$ cat src/rtl/axis_pkt_arbiter_if.sv
// AXI-Stream bundle for the packet arbiter: N_SRC source lanes in, one
// tagged sink lane out. The slave modport is the arbiter's view; the
// master modport is the view of whatever drives the sources and sink.
interface axis_pkt_arbiter_if #(
    parameter int N_SRC = 2,
    parameter int ID_W  = (N_SRC > 2) ? $clog2(N_SRC) : 1
);
    logic [N_SRC*32-1:0] s_tdata;
    logic [N_SRC*4-1:0]  s_tstrb;
    logic [N_SRC-1:0]    s_tlast;
    logic [N_SRC-1:0]    s_tvalid;
    logic [N_SRC-1:0]    s_tready;

    logic [31:0]         m_tdata;
    logic [3:0]          m_tstrb;
    logic                m_tlast;
    logic [ID_W-1:0]     m_tid;
    logic                m_tvalid;
    logic                m_tready;

    modport slave (
        input  s_tdata, s_tstrb, s_tlast, s_tvalid, m_tready,
        output s_tready, m_tdata, m_tstrb, m_tlast, m_tid, m_tvalid
    );

    modport master (
        output s_tdata, s_tstrb, s_tlast, s_tvalid, m_tready,
        input  s_tready, m_tdata, m_tstrb, m_tlast, m_tid, m_tvalid
    );
endinterface

$ cat src/rtl/axis_pkt_arbiter.sv
// Packet-granular round-robin arbiter. One source owns the sink from its
// first beat until its tlast beat is accepted, so packets never interleave.
// Each forwarded beat passes through a single output register and carries
// the index of the source that produced it on m_tid.
module axis_pkt_arbiter #(
    parameter int N_SRC = 2,
    parameter int ID_W  = (N_SRC > 2) ? $clog2(N_SRC) : 1
) (
    input  logic               clk,
    input  logic               rst,
    axis_pkt_arbiter_if.slave  bus,
    output logic               busy,
    output logic [15:0]        pkt_count
);

    localparam int DATA_W = 32;
    localparam int STRB_W = DATA_W / 8;

    typedef enum logic {
        IDLE = 1'b0,
        XFER = 1'b1
    } state_t;

    state_t              state_q, state_d;
    logic [ID_W-1:0]     grant_q, grant_d;
    logic [ID_W-1:0]     last_grant_q, last_grant_d;

    logic                rr_hit;
    logic [ID_W-1:0]     rr_idx;

    logic                sel_valid;
    logic                sel_last;
    logic [DATA_W-1:0]   sel_data;
    logic [STRB_W-1:0]   sel_strb;

    logic                out_free;
    logic                accept;
    logic [N_SRC-1:0]    ready;

    logic                vld_p1;
    logic [DATA_W-1:0]   data_p1;
    logic [STRB_W-1:0]   strb_p1;
    logic                last_p1;
    logic [ID_W-1:0]     tid_p1;

    // Round-robin search: first requester strictly after `last`, with wrap.
    // Walking the offsets from far to near lets the nearest hit win.
    function automatic logic [ID_W:0] rr_select(input logic [N_SRC-1:0] req,
                                                input logic [ID_W-1:0]  last);
        logic [ID_W:0] res;
        int            idx;
        res = '0;
        for (int k = N_SRC; k >= 1; k--) begin
            idx = (int'(last) + k) % N_SRC;
            if (req[ID_W'(idx)]) begin
                res = {1'b1, ID_W'(idx)};
            end
        end
        return res;
    endfunction

    // Arbitration candidate among all currently valid sources.
    always_comb begin
        {rr_hit, rr_idx} = rr_select(bus.s_tvalid, last_grant_q);
    end

    // Mux the granted source's lane onto the internal beat bus.
    always_comb begin
        sel_valid = 1'b0;
        sel_last  = 1'b0;
        sel_data  = '0;
        sel_strb  = '0;
        for (int i = 0; i < N_SRC; i++) begin
            if (grant_q == ID_W'(i)) begin
                sel_valid = bus.s_tvalid[i];
                sel_last  = bus.s_tlast[i];
                sel_data  = bus.s_tdata[i*DATA_W +: DATA_W];
                sel_strb  = bus.s_tstrb[i*STRB_W +: STRB_W];
            end
        end
    end

    // The output register can take a beat when empty or draining this cycle.
    always_comb begin
        out_free = !vld_p1 || bus.m_tready;
        accept   = (state_q == XFER) && out_free && sel_valid;
    end

    // Only the granted source sees ready, and only while a grant is held.
    always_comb begin
        ready = '0;
        for (int i = 0; i < N_SRC; i++) begin
            ready[i] = (state_q == XFER) && out_free && (grant_q == ID_W'(i));
        end
    end

    assign bus.s_tready = ready;
    assign busy         = (state_q == XFER);

    // Grant FSM next state: arbitrate in IDLE, hold the grant through XFER.
    always_comb begin
        state_d      = state_q;
        grant_d      = grant_q;
        last_grant_d = last_grant_q;
        case (state_q)
            IDLE: begin
                if (rr_hit) begin
                    grant_d = rr_idx;
                    state_d = XFER;
                end
            end
            XFER: begin
                if (accept && sel_last) begin
                    last_grant_d = grant_q;
                    state_d      = IDLE;
                end
            end
            default: begin
                state_d = IDLE;
            end
        endcase
    end

    // Grant FSM state register; last_grant starts at N_SRC-1 so source 0 wins first.
    always_ff @(posedge clk) begin
        if (rst) begin
            state_q      <= IDLE;
            grant_q      <= '0;
            last_grant_q <= ID_W'(N_SRC - 1);
        end else begin
            state_q      <= state_d;
            grant_q      <= grant_d;
            last_grant_q <= last_grant_d;
        end
    end

    // ---- stage p1: output register (load, or drain when sink takes the beat) ----
    always_ff @(posedge clk) begin
        if (rst) begin
            vld_p1  <= 1'b0;
            data_p1 <= '0;
            strb_p1 <= '0;
            last_p1 <= 1'b0;
            tid_p1  <= '0;
        end else if (accept) begin
            vld_p1  <= 1'b1;
            data_p1 <= sel_data;
            strb_p1 <= sel_strb;
            last_p1 <= sel_last;
            tid_p1  <= grant_q;
        end else if (bus.m_tready) begin
            vld_p1  <= 1'b0;
        end
    end

    assign bus.m_tvalid = vld_p1;
    assign bus.m_tdata  = data_p1;
    assign bus.m_tstrb  = strb_p1;
    assign bus.m_tlast  = last_p1;
    assign bus.m_tid    = tid_p1;

    // Count packets as their tlast beat leaves the output register.
    always_ff @(posedge clk) begin
        if (rst) begin
            pkt_count <= 16'd0;
        end else if (vld_p1 && bus.m_tready && last_p1) begin
            pkt_count <= pkt_count + 16'd1;
        end
    end

endmodule

$ cat src/flat_wrapper.sv
// flat-port wrapper written by rule: the top's interface ports become plain ports
module axis_pkt_arbiter_flat 
#(
    parameter int N_SRC = 2,
    parameter int ID_W  = (N_SRC > 2) ? $clog2(N_SRC) : 1
)
  (clk, rst, busy, pkt_count, bus_s_tdata, bus_s_tstrb, bus_s_tlast, bus_s_tvalid, bus_m_tready, bus_s_tready, bus_m_tdata, bus_m_tstrb, bus_m_tlast, bus_m_tid, bus_m_tvalid);
  axis_pkt_arbiter_if #(.N_SRC(N_SRC), .ID_W(ID_W)) bus_i ();
  input  logic clk;
  input  logic rst;
  output logic busy;
  output logic [15:0] pkt_count;
  input wire logic [$bits(bus_i.s_tdata)-1:0] bus_s_tdata;
  input wire logic [$bits(bus_i.s_tstrb)-1:0] bus_s_tstrb;
  input wire logic [$bits(bus_i.s_tlast)-1:0] bus_s_tlast;
  input wire logic [$bits(bus_i.s_tvalid)-1:0] bus_s_tvalid;
  input wire logic [$bits(bus_i.m_tready)-1:0] bus_m_tready;
  output wire logic [$bits(bus_i.s_tready)-1:0] bus_s_tready;
  output wire logic [$bits(bus_i.m_tdata)-1:0] bus_m_tdata;
  output wire logic [$bits(bus_i.m_tstrb)-1:0] bus_m_tstrb;
  output wire logic [$bits(bus_i.m_tlast)-1:0] bus_m_tlast;
  output wire logic [$bits(bus_i.m_tid)-1:0] bus_m_tid;
  output wire logic [$bits(bus_i.m_tvalid)-1:0] bus_m_tvalid;
  assign bus_i.s_tdata = bus_s_tdata;
  assign bus_i.s_tstrb = bus_s_tstrb;
  assign bus_i.s_tlast = bus_s_tlast;
  assign bus_i.s_tvalid = bus_s_tvalid;
  assign bus_i.m_tready = bus_m_tready;
  assign bus_s_tready = bus_i.s_tready;
  assign bus_m_tdata = bus_i.m_tdata;
  assign bus_m_tstrb = bus_i.m_tstrb;
  assign bus_m_tlast = bus_i.m_tlast;
  assign bus_m_tid = bus_i.m_tid;
  assign bus_m_tvalid = bus_i.m_tvalid;
  axis_pkt_arbiter #(.N_SRC(N_SRC), .ID_W(ID_W)) u_core (.clk(clk), .rst(rst), .bus(bus_i), .busy(busy), .pkt_count(pkt_count));
endmodule
$ cat config.mk
export PLATFORM = sky130hd
export DESIGN_NAME = axis_pkt_arbiter_flat
export DESIGN_NICKNAME = d
export VERILOG_FILES = /design/src/rtl/axis_pkt_arbiter_if.sv /design/src/rtl/axis_pkt_arbiter.sv /design/src/flat_wrapper.sv
export SDC_FILE = /design/constraint.sdc
export NUM_CORES = 1
export LEC_CHECK = 0
export CAP_MARGIN = 25
export CORE_MARGIN = 3
export CORE_UTILIZATION = 39
export CTS_CLUSTER_SIZE = 25
export DETAILED_ROUTE_END_ITERATION = 8
export GPL_TIMING_DRIVEN = 1
export HOLD_SLACK_MARGIN = 0.05
export PLACE_DENSITY = 0.8
export SLEW_MARGIN = 20
export SYNTH_ARGS = -nofsm -noshare
export SYNTH_HDL_FRONTEND = slang
export SYNTH_SLANG_ARGS = --single-unit
$ cat constraint.sdc
create_clock -name clk -period 2.3 [get_ports clk]
set_input_delay 0.46 -clock clk [delete_from_list [all_inputs] [get_ports clk]]
set_output_delay 0.46 -clock clk [all_outputs]
set_load 0.05 [all_outputs]
==> metrics.txt <==
gpl congestion 0.835; crit path max fanout 5; Pwr Density 611 mW/mm²; Starting Density 41.8%; Arr. time, crit path 1.68 ns; crit end category output port; PortBufs 136; WL final 7070 µm; clock-pin slew on the worst setup and hold paths 0.05 ns; via count 2,497; ant diodes 0; DP Area 0.00404 mm²; P&R area growth vs syn 62.9%; fin crit share 92.8%; fin nets 493; initial DRC count 48; Detail Route Antenna Nets 0; max_cap viols 0; startpoint types input port; CP max stage cell clkdlybuf4s50_1; DRC 0; total congestion overflow 0; cts bufs inserted 9; worst skew pair latency 0.32 ns; relative slew slack 63.9%; vias in the first global route 2,478; most common cell after layout, fill and taps aside clkdlybuf4s50_1; Hold Crit Start u_core.last_grant_q$_SDFFE_PP1P_; routed len/inst 14.4 µm; Peak Freq 0.468 GHz; # H-tree levels 3; R2R cell count 4; Yosys warnings 0; Post-DP HPWL 5390 µm; clock buffer depth 2; pin count of the biggest net entering global routing 39; design area 0.00420 mm²; drt first pass iters 4; Mapped Avg Cell Area 9.16 µm²; share of layout cells above drive strength 1 6.99%; die area 0.00761 mm²; Cells on Worst Hold Path 1; Final Skew 0.00828 ns; max-slew violations 0; Slowest Stage Delay on Critical Path 0.57 ns; Leak 0.00144 µW; Max IR drop VDD 0.345 mV; FF-to-FF End u_core.pkt_count[15]$_SDFFE_PP0P_; Synth Flop Type dfxtp_1; Synth cell types 30; number of setup buffers added after CTS 0; final hold vios 0; status completed; # fillers 517; R2R Path Start u_core.pkt_count[2]$_SDFFE_PP0P_; final setup fails 0; Resized cells post-CTS 0; hold crit path type reg -> reg; row count 28; Die Wd 87.3 µm; Post-Syn Instances 281; clock sinks 58; register-to-register setup slack 0.45 ns; Vias/cell 5.10; CP Data Required Time 1.84 ns; Yosys reg bits 58; worst slew pin tran 0.540 ns; antenna violations before repair 0; Final TNS setup 0 ns; Post-synth EDFFs 0; core box area 0.00617 mm²; Net Count, Synth 361; post-synthesis async set-or-reset flop share 0%; Critical Path, Cell by Cell clkdlybuf4s50_1, nand2b_1, nand2_1, nor2_1, buf_12; post-layout min period 2.14 ns; most frequent cells in the layout 133 x clkdlybuf4s50_1, 57 x dfxtp_1, 53 x nor2_1; Chip Height 87.3 µm; hold buffer count at cts 0; Top Ports 137; worst hold endpoint u_core.grant_q$_SDFFE_PP0P_; type of the worst setup path in -> out; first-pass GRT wire length 11,300 µm; worst hold slack 0.462 ns; RSZ-0062 raised after global routing no; root buffer cell clkbuf_8; sequential cell area fraction in the yosys report 45.1%; overall routing resource usage 18.6%; synthesized area 0.00257 mm²; CTS tree done
## per-stage QoR
stage                     power (µW)  instances  worst slack (ns)  utilization, %
after floorplan                 1510        281             0.217               -
after global placement          1800        477             0.204            65.5
after detailed placement        1810        477             0.105            65.5
after CTS                       2590        490             0.171            68.0
after global routing            2670        490             0.114            68.0
final                           2560        490             0.165            68.0
## flip-flops by register name, summed over array words and instances, names as in the netlist
signal	count
u_core.grant_q	1
u_core.bus.m_tstrb	4
u_core.busy	1
u_core.bus.m_tid	1
u_core.bus.m_tvalid	1
u_core.pkt_count	16
u_core.bus.m_tdata	32
u_core.last_grant_q	1
u_core.bus.m_tlast	1
## worst max-delay path: cells and delay by family
family,cells,cell delay [ns]
buffers and inverters,2,0.74
AND/OR/NAND/NOR,3,0.49
## where the power goes
part | switching [µW] | internal, µW | total, µW
Clock | 347 | 433 | 780
Combinational | 370 | 309 | 679
Sequential | 39.1 | 1060 | 1100
## cell type report
type	instances	area (µm²)	share of cell area [%]
inverter	4	15.0	0.358
timing repair buffer	142	1450	34.5
tap	75	93.8	2.24
clock buffer	13	159	3.79
sequential	58	1160	27.7
multi-input combinational	198	1320	31.4
## routing by layer
layer / vias to the layer above / track usage [%] / wire length, µm
li1: 1276 / - / -
met2: 86 / 31.9 / 3490
met3: 15 / 5.58 / 589
met1: 1120 / 21.4 / 2830
met4: 0 / 7.95 / 170
met5: - / 0 / 0
## logic make-up after synthesis
family          share of synthesized area [%]
flops                                    45.1
fa+ha+maj                               0.486
simple gates                             17.5
xor+xnor                                 3.06
buf+inv                                  3.89
compound gates                           14.7
mux                                      15.2
## cell usage after synthesis, drive strengths merged, types with 5 or more instances
master | count | share of area, %
nor3 | 5 | 0.97
nand2 | 7 | 1.0
a21oi | 9 | 1.7
nor2 | 53 | 7.7
mux2i | 38 | 15
nand4 | 8 | 2.5
a211oi | 38 | 11
xnor2 | 6 | 2.0
buf | 10 | 1.7
clkbuf | 11 | 1.6
dfxtp | 58 | 45
nand3 | 5 | 0.97
o21ai | 5 | 0.97
## worst max path at each step
stage / from / end / depth (start not counted)
6_report: bus_m_tready / bus_s_tready[0] / 5
4_1_cts: u_core.pkt_count[2]$_SDFFE_PP0P_ / pkt_count[2] / 1
3_5_place_dp: bus_m_tready / u_core.pkt_count[11]$_SDFFE_PP0P_ / 5
2_1_floorplan: u_core.pkt_count[2]$_SDFFE_PP0P_ / u_core.pkt_count[15]$_SDFFE_PP0P_ / 4
3_3_place_gp: bus_m_tready / u_core.pkt_count[15]$_SDFFE_PP0P_ / 5
5_1_grt: bus_m_tready / bus_s_tready[0] / 5
Note: power is estimated with default switching activity, not from simulation.
